--- src/rtl/fifo_pkg.sv ---
// fifo_pkg: shared constants, read-mode enum and pointer-compare helpers for
// the single-clock and dual-clock FIFO families.
//   FIFO_DSIZE / FIFO_ASIZE : default data / address widths
//   fifo_mode_e             : STD (registered read) or FWFT (fall-through)
//   ptr_full / ptr_empty    : compare two (asize+1)-bit binary pointers
package fifo_pkg;

  localparam int FIFO_DSIZE = 8;
  localparam int FIFO_ASIZE = 4;

  typedef enum logic {
    STD  = 1'b0,
    FWFT = 1'b1
  } fifo_mode_e;

  // Pointers are passed zero-extended to 32 bits so one helper serves any
  // ASIZE; only the low asize+1 bits take part in the compare.
  function automatic logic ptr_full(input logic [31:0] wptr,
                                    input logic [31:0] rptr,
                                    input int          asize);
    logic [31:0] mask;
    mask = (32'd1 << (asize + 1)) - 32'd1;
    // MSB differs, lower bits equal -> writer is one lap ahead.
    return ((wptr ^ rptr) & mask) == (32'd1 << asize);
  endfunction

  function automatic logic ptr_empty(input logic [31:0] wptr,
                                     input logic [31:0] rptr,
                                     input int          asize);
    logic [31:0] mask;
    mask = (32'd1 << (asize + 1)) - 32'd1;
    return ((wptr ^ rptr) & mask) == 32'd0;
  endfunction

endpackage

--- src/rtl/fifo_mem.sv ---
// fifo_mem: 2**ASIZE x DSIZE register array.
//   clk   : write clock
//   wen   : write enable, waddr/wdata written on rising edge
//   raddr : asynchronous read address, rdata = mem[raddr]
// Contents are not reset.
module fifo_mem
  import fifo_pkg::*;
#(
  parameter int DSIZE = FIFO_DSIZE,
  parameter int ASIZE = FIFO_ASIZE
) (
  input  logic             clk,
  input  logic             wen,
  input  logic [ASIZE-1:0] waddr,
  input  logic [DSIZE-1:0] wdata,
  input  logic [ASIZE-1:0] raddr,
  output logic [DSIZE-1:0] rdata
);

  logic [DSIZE-1:0] r_mem [2**ASIZE];

  always_ff @(posedge clk) begin
    if (wen) r_mem[waddr] <= wdata;
  end

  assign rdata = r_mem[raddr];

endmodule

--- src/rtl/sync_fifo2.sv ---
// sync_fifo2: single-clock FIFO with optional first-word-fall-through read,
// occupancy count, almost-full/almost-empty thresholds and sticky error flags.
//   clk, rst          : clock, async active-high reset
//   winc, wdata       : write request / data; wfull, walmost_full status
//   rinc, rdata       : read request (pop in FWFT) / data; rempty,
//                       ralmost_empty status
//   count             : occupancy 0..2**ASIZE
//   overflow/underflow: sticky, set by a write while full / read while empty
// All status is derived from the registered pointers, so it reflects an
// accepted transfer one cycle after the accepting edge.
module sync_fifo2
  import fifo_pkg::*;
#(
  parameter int DSIZE    = FIFO_DSIZE,
  parameter int ASIZE    = FIFO_ASIZE,
  parameter int FWFT     = 0,
  parameter int AF_LEVEL = 2**ASIZE - 2,
  parameter int AE_LEVEL = 2
) (
  input  logic             clk,
  input  logic             rst,
  input  logic             winc,
  input  logic [DSIZE-1:0] wdata,
  output logic             wfull,
  output logic             walmost_full,
  input  logic             rinc,
  output logic [DSIZE-1:0] rdata,
  output logic             rempty,
  output logic             ralmost_empty,
  output logic [ASIZE:0]   count,
  output logic             overflow,
  output logic             underflow
);

  localparam fifo_mode_e       LP_MODE = (FWFT != 0) ? fifo_pkg::FWFT : fifo_pkg::STD;
  localparam logic [ASIZE:0]   LP_AF   = (ASIZE+1)'(AF_LEVEL);
  localparam logic [ASIZE:0]   LP_AE   = (ASIZE+1)'(AE_LEVEL);

  if (AF_LEVEL < 0 || AF_LEVEL > 2**ASIZE ||
      AE_LEVEL < 0 || AE_LEVEL > 2**ASIZE) begin : g_bad_level
    $error("sync_fifo2: AF_LEVEL/AE_LEVEL must lie in 0..2**ASIZE");
  end

  logic [ASIZE:0]   r_wptr, r_rptr;
  logic             r_overflow, r_underflow;
  logic             w_full, w_empty, w_wacc, w_racc;
  logic [DSIZE-1:0] w_mem_rdata;

  assign w_full  = ptr_full(32'(r_wptr), 32'(r_rptr), ASIZE);
  assign w_empty = ptr_empty(32'(r_wptr), 32'(r_rptr), ASIZE);
  assign w_wacc  = winc && !w_full;
  assign w_racc  = rinc && !w_empty;

  always_ff @(posedge clk or posedge rst) begin
    if (rst) begin
      r_wptr      <= '0;
      r_rptr      <= '0;
      r_overflow  <= 1'b0;
      r_underflow <= 1'b0;
    end else begin
      if (w_wacc)          r_wptr      <= r_wptr + 1'b1;
      if (w_racc)          r_rptr      <= r_rptr + 1'b1;
      if (winc && w_full)  r_overflow  <= 1'b1;
      if (rinc && w_empty) r_underflow <= 1'b1;
    end
  end

  fifo_mem #(.DSIZE(DSIZE), .ASIZE(ASIZE)) u_mem (
    .clk   (clk),
    .wen   (w_wacc),
    .waddr (r_wptr[ASIZE-1:0]),
    .wdata (wdata),
    .raddr (r_rptr[ASIZE-1:0]),
    .rdata (w_mem_rdata)
  );

  if (LP_MODE == fifo_pkg::FWFT) begin : g_fwft
    // Head word shown directly; forced to 0 while empty so the output is
    // deterministic out of reset.
    assign rdata = w_empty ? '0 : w_mem_rdata;
  end else begin : g_std
    logic [DSIZE-1:0] r_rdata;
    always_ff @(posedge clk or posedge rst) begin
      if (rst)         r_rdata <= '0;
      else if (w_racc) r_rdata <= w_mem_rdata;
    end
    assign rdata = r_rdata;
  end

  assign count         = r_wptr - r_rptr;
  assign wfull         = w_full;
  assign rempty        = w_empty;
  assign walmost_full  = (count >= LP_AF);
  assign ralmost_empty = (count <= LP_AE);
  assign overflow      = r_overflow;
  assign underflow     = r_underflow;

endmodule

--- config.mk ---
export PLATFORM = sky130hd
export DESIGN_NAME = sync_fifo2
export DESIGN_NICKNAME = d
export VERILOG_FILES = /design/src/rtl/fifo_pkg.sv /design/src/rtl/fifo_mem.sv /design/src/rtl/sync_fifo2.sv
export SDC_FILE = /design/constraint.sdc
export NUM_CORES = 1
export LEC_CHECK = 0
export ABC_AREA = 1
export CAP_MARGIN = 20
export CORE_UTILIZATION = 54
export CTS_BUF_LIST = sky130_fd_sc_hd__clkbuf_8 sky130_fd_sc_hd__clkbuf_16
export CTS_CLUSTER_DIAMETER = 80
export DETAILED_ROUTE_END_ITERATION = 16
export PLACE_DENSITY = 0.85
export SYNTH_ARGS = -nofsm -noshare
export SYNTH_HDL_FRONTEND = slang
export SYNTH_HIERARCHICAL = 1
export SYNTH_SLANG_ARGS = --single-unit
export TNS_END_PERCENT = 30
--- constraint.sdc ---
create_clock -name clk -period 2.4 [get_ports clk]
set_clock_uncertainty 0.2 [all_clocks]
set_input_delay 0.48 -clock clk [delete_from_list [all_inputs] [get_ports clk]]
set_output_delay 0.48 -clock clk [all_outputs]
set_load 0.01 [all_outputs]
# Yosys cells after proc, flatten, opt, wreduce, memory -nomap -nowiden
# Memory sizes are Yosys's and may differ from the RTL's. A register that Yosys moved wholly into a read port is not among the register bits.
# Index checks and enable logic that the tools add are counted.
[op_classes]
add_sub_neg = 3
magnitude_cmp = 2
eq_ne = 1
n_mux = 2
bitwise = 1
n_reduce_logical = 7
[op_table]
columns = ["op", "count"]
rows = [
  ["$logic_not 32->1", 1],
  ["$add 5x1->5 const B", 2],
  ["$eq 5x5->1 const B", 1],
  ["$ge 5x4->1 const B", 1],
  ["$le 5x2->1 const B", 1],
  ["$sub 5x5->5", 1],
  ["$xor 5x5->5", 1],
  ["$logic_and 1x1->1", 4],
  ["$logic_not 1->1", 2],
  ["$mux 1", 2],
]
[totals]
reg_bits = 12
mem_bits_rw = 128
inputBits = 12
output_inout_bits = 19
mem_count = 1
[memory_table]
columns = ["memory", "words", "word_bits", "rd", "rd_ports_with_merged_regs", "wr", "line_no", "rtl"]
rows = [
  ["u_mem.r_mem", 16, 8, 1, 1, 1, "fifo_mem.sv:20", "logic [DSIZE-1:0] r_mem [2**ASIZE];"],
]

# Logic depth before layout (Yosys ltp)
[logic_depth]
ltp_word = 6
depth_mapped = 10
ltp_nobuf = 10

# Modules after synthesis
# Netlist, hierarchy kept.
[by_module_without_submodules]
columns = ["module", "instances", "cells_each", "area_each_um2", "seq_area_each_um2"]
rows = [
  ["fifo_mem", 1, 543, 5606.6, 3843.7],
  ["sync_fifo2", 1, 152, 1194.9, 500.5],
]

# Worst setup path before layout
# No wires, ideal clock.
[synth_timing]
path_kind = "flip-flop to flip-flop"
startpoint = "register r_wptr[2]"
endpoint = "memory u_mem/r_mem[12][0] (netlist name) (enable)"
setup_ns = 0.370
arrival_ns = 1.801
t_required_ns = 1.830
slack_ns = 0.029
stages_incl_launch_ff = 9
n_path_buf = 0
synth_period_minus_slack_ns = 2.371
cell_sequence = "dfrtp_1 -> ha_1 -> nand2_1 -> nor2_4 -> nand2_2 -> nand2_4 -> inv_1 -> nand3_1 -> nor2_1"
[synth_via]
elab_chain_cells = 6
[synth_rtl]
columns = ["element", "line_no", "rtl"]
rows = [
  ["start: declaration", "sync_fifo2.sv:44", "logic [ASIZE:0] r_wptr, r_rptr;"],
  ["start signal: assignment", "sync_fifo2.sv:61", "if (w_wacc) r_wptr <= r_wptr + 1'b1;"],
  ["$xor 5x5->5", "fifo_pkg.sv:24", "return ((wptr ^ rptr) & mask) == (32'd1 << asize);"],
  ["$eq 5x5->1", "fifo_pkg.sv:24", ""],
  ["$logic_not 1->1", "sync_fifo2.sv:51", "assign w_wacc = winc && !w_full;"],
  ["$logic_and 1x1->1", "sync_fifo2.sv:51", ""],
  ["net w_wacc", "sync_fifo2.sv:46", "logic w_full, w_empty, w_wacc, w_racc;"],
  ["$mux 1", "fifo_mem.sv:23", "if (wen) r_mem[waddr] <= wdata;"],
  ["$mux 1 (implied by the code)", "fifo_mem.sv:23", ""],
  ["end: declaration", "fifo_mem.sv:20", ""],
]
# The timed path passes the listed nets, and every way through them passes these cells.

# Worst setup path after layout
[layout_timing]
startpoint = "register r_wptr[0]"
endpoint = "output port ralmost_empty"
[layout_via]
elab_chain_cells = 2
[layout_rtl]
columns = ["element", "line_no", "rtl"]
rows = [
  ["$sub 5x5->5", "sync_fifo2.sv:90", "assign count = r_wptr - r_rptr;"],
  ["$le 5x2->1", "sync_fifo2.sv:94", "assign ralmost_empty = (count <= LP_AE);"],
  ["end: declaration", "sync_fifo2.sv:29", "output logic ralmost_empty,"],
]
# Every way passes these cells.

==> metrics.txt <==
run status finished with violations; violated checks setup timing; async set-or-reset flop fraction in the synthesized netlist 13.5%; total iterations of the first detailed-routing run 6; crit-path max FO 2; H-Tree Depth 4; cell types occupying the most area after synthesis edfxtp_1, nand2_1, nand3_1; global route overflow 0; Hold Slack 259 ps; required time worst endpoint 1720 ps; clock buffer depth 2; normalized max-slew margin 50.1%; Cell Count Post-Placement 907; hold violation total from the final report 0; Remaining DRCs 0; maximum number of pins on one net before global-route repair 70; cell type of the slowest stage on the worst timing path fa_2; area share of the largest cell type after synthesis 56.5%; initial cell density of the core 55.9%; FF+latch count, synth 148; post-layout utilization of the core 67.7%; via count of the first global-routing pass 5,084; number of enable flip-flop cells after synthesis 128; type of the worst setup path reg -> out; cell area after synthesis 0.00680 mm2; RSZ-0062 raised after global routing true; GRT Overall Usage 26.9%; count leader, synth nand2_1; routed len/inst 17.8 um; delay-heaviest family, CP adder cells; final layout net count 783; TritonCTS clock tree built; critical-path cell list inv_2 -> ha_4 -> inv_2 -> fa_2 -> inv_4 -> nor2_4 -> a21oi_2 -> nand3_1 -> nor2_1 -> buf_2; full die area 0.0130 mm2; synthesized area per cell 9.79 um2; share of cells above drive strength 1 15.7%; n_diodes 0; TritonCTS buffer count 17; Syn-to-layout area delta 21.0%; num rows 40; sequential-to-total area share from yosys stat 63.9%; Pleak 3.70 nW; post-layout instance count excluding filler cells 945; Final HPWL DP 9.68 mm; Reg area 0.00435 mm2; post-synthesis cell count 695; arrival time at the worst endpoint 2160 ps; cell area reported after detailed placement 0.00744 mm2; Mapped Nets 714; I/O pin count 31; Critical path buffers and inverters 4; type of element launching the critical path flop; Pwr Density 1320 mW/mm2; Core Footprint 0.0122 mm2; count of buffers inserted at the top-level ports 30; number of warnings printed during yosys synthesis 6; category of the worst setup path capture point output pin; critical path's most frequent cell inv_2; smallest setup slack after layout -445 ps; RD Place Congestion 0.909; Vias per Instance 5.51; clock-pin transition on the worst setup and hold timing paths 60 ps; max-slew violations 0; transition time at the pin with the least slew margin 749 ps; Clock Root Buffer clkbuf_16; slowest stage delay, CP 500 ps; total wire length after detailed routing 16.8 mm; Distinct cells, synth 22; clock latency of the later-clocked register in the worst-skew pair 420 ps; crit share post-route 119%; Peak Freq 352 MHz; worst vdd rail ir drop 631 uV; Non-Filler Cell Area, Final 0.00823 mm2; via total after detailed routing 5,203; initial detailed-routing violation count 545; number of antenna violations at the first check in global routing 0; area taken by multi-input logic gates 0.00194 mm2; total setup violations reported at the end of the flow 30; total of fill cells in the finished design 877; Post-synth top flop edfxtp_1; height of the chip 114 um; min Tclk post-route 2840 ps; first-pass GRT wire length 25.4 mm; remaining antenna violation count after routing 0; floorplan die width 114 um; cell type contributing the most total cell area after synthesis edfxtp_1; leading cell types by count after synthesis nand2_1, edfxtp_1, nand3_1; worst hold path class in -> async; clock sink count 148; number of max-capacitance violations reported 0
final timing paths:
path	start	to	slack [ps]	cells past startpoint
max reg2reg	r_rptr[0]	rdata[7]	-90	10
min	rst	r_rptr[0]	260	2
max	r_wptr[0]	ralmost_empty	-440	10
min reg2reg	overflow	overflow	270	2
min in group clk	overflow	overflow	270	2
max in group asynchronous	rst	r_wptr[1]	1200	3
per-layer routing:
| layer | up-vias | share of wire (%) | global-route usage [%] |
|---|---|---|---|
| met4 | 0 | 4.6 | 14.5 |
| met1 | 2449 | 38 | 32.0 |
| met5 | - | 0 | 0 |
| met3 | 76 | 8.5 | 7.31 |
| met2 | 306 | 49 | 44.8 |
| li1 | 2372 | - | - |
final cells by class:
class                           instances  share of cell area, %
Sequential cell                       148                   52.8
Multi-Input combinational cell        399                   23.6
Timing Repair Buffer                   77                   8.53
Inverter                              121                   5.55
Clock buffer                           17                   5.17
Tap cell                              168                   2.55
Clock inverter                         15                   1.81
layout by cell type, fill, tap and decap left out:
cell type / n
dfrtp_1: 19
clkinv_4: 1
ha_4: 4
nor2_1: 14
ha_1: 2
nor2_4: 3
buf_6: 14
xnor2_2: 1
xor2_1: 7
nand3b_1: 3
nand3_2: 3
clkdlybuf4s50_1: 21
bufinv_16: 3
nand2_4: 4
nand2_2: 6
clkinv_1: 3
inv_1: 113
nand3_1: 123
nand2_1: 220
buf_2: 1
dfrtp_2: 1
fa_2: 1
clkinv_2: 4
buf_12: 1
clkinvlp_4: 1
edfxtp_1: 128
clkdlybuf4s15_2: 1
clkbuf_16: 17
buf_4: 38
a31o_2: 1
a21oi_2: 2
inv_2: 10
a21oi_1: 1
dlymetal6s2s_1: 1
nor2_2: 4
inv_4: 1
sequential cells by signal, indices dropped and copies added (netlist names):
name         count
u_mem/r_mem    128
overflow         1
r_rptr           5
underflow        1
r_wptr           5
rdata            8
through the flow:
| step | TNS [ps] | setup WS [ps] | total power [mW] |
|---|---|---|---|
| 6_report | -2390 | -445 | 10.9 |
| 5_1_grt | -5310 | -514 | 11.3 |
| 3_3_place_gp | -907 | -297 | 7.25 |
| 2_1_floorplan | 0 | 29.1 | 5.94 |
| 3_5_place_dp | -5350 | -355 | 7.44 |
| 4_1_cts | -1400 | -355 | 10.3 |
cells by family after synthesis:
group,share of synthesized area (%)
DFF,63.9
AOI/OAI and AO/OA,0.349
buffers and inverters,9.46
xor gates and xnor gates,1.14
adders and majority gates,1.40
and+or+nand+nor,23.8
report_power, final:
group          switching [mW]  internal (mW)  total (mW)  leakage (nW)
logic                    3.06           1.92        4.98          2.01
clock network           0.979           1.60        2.58         0.292
registers               0.163           3.15        3.31          1.40
repair_timing:
item,in CTS,in global routing
setup buffers,4,2
gates resized for setup,54,32
hold buffers,0,0
gates cloned,0,0
endpoints found under the hold margin,0,0
setup endpoints to repair,113,145
pin swaps,8,13
(Power assumes the default switching activity.)
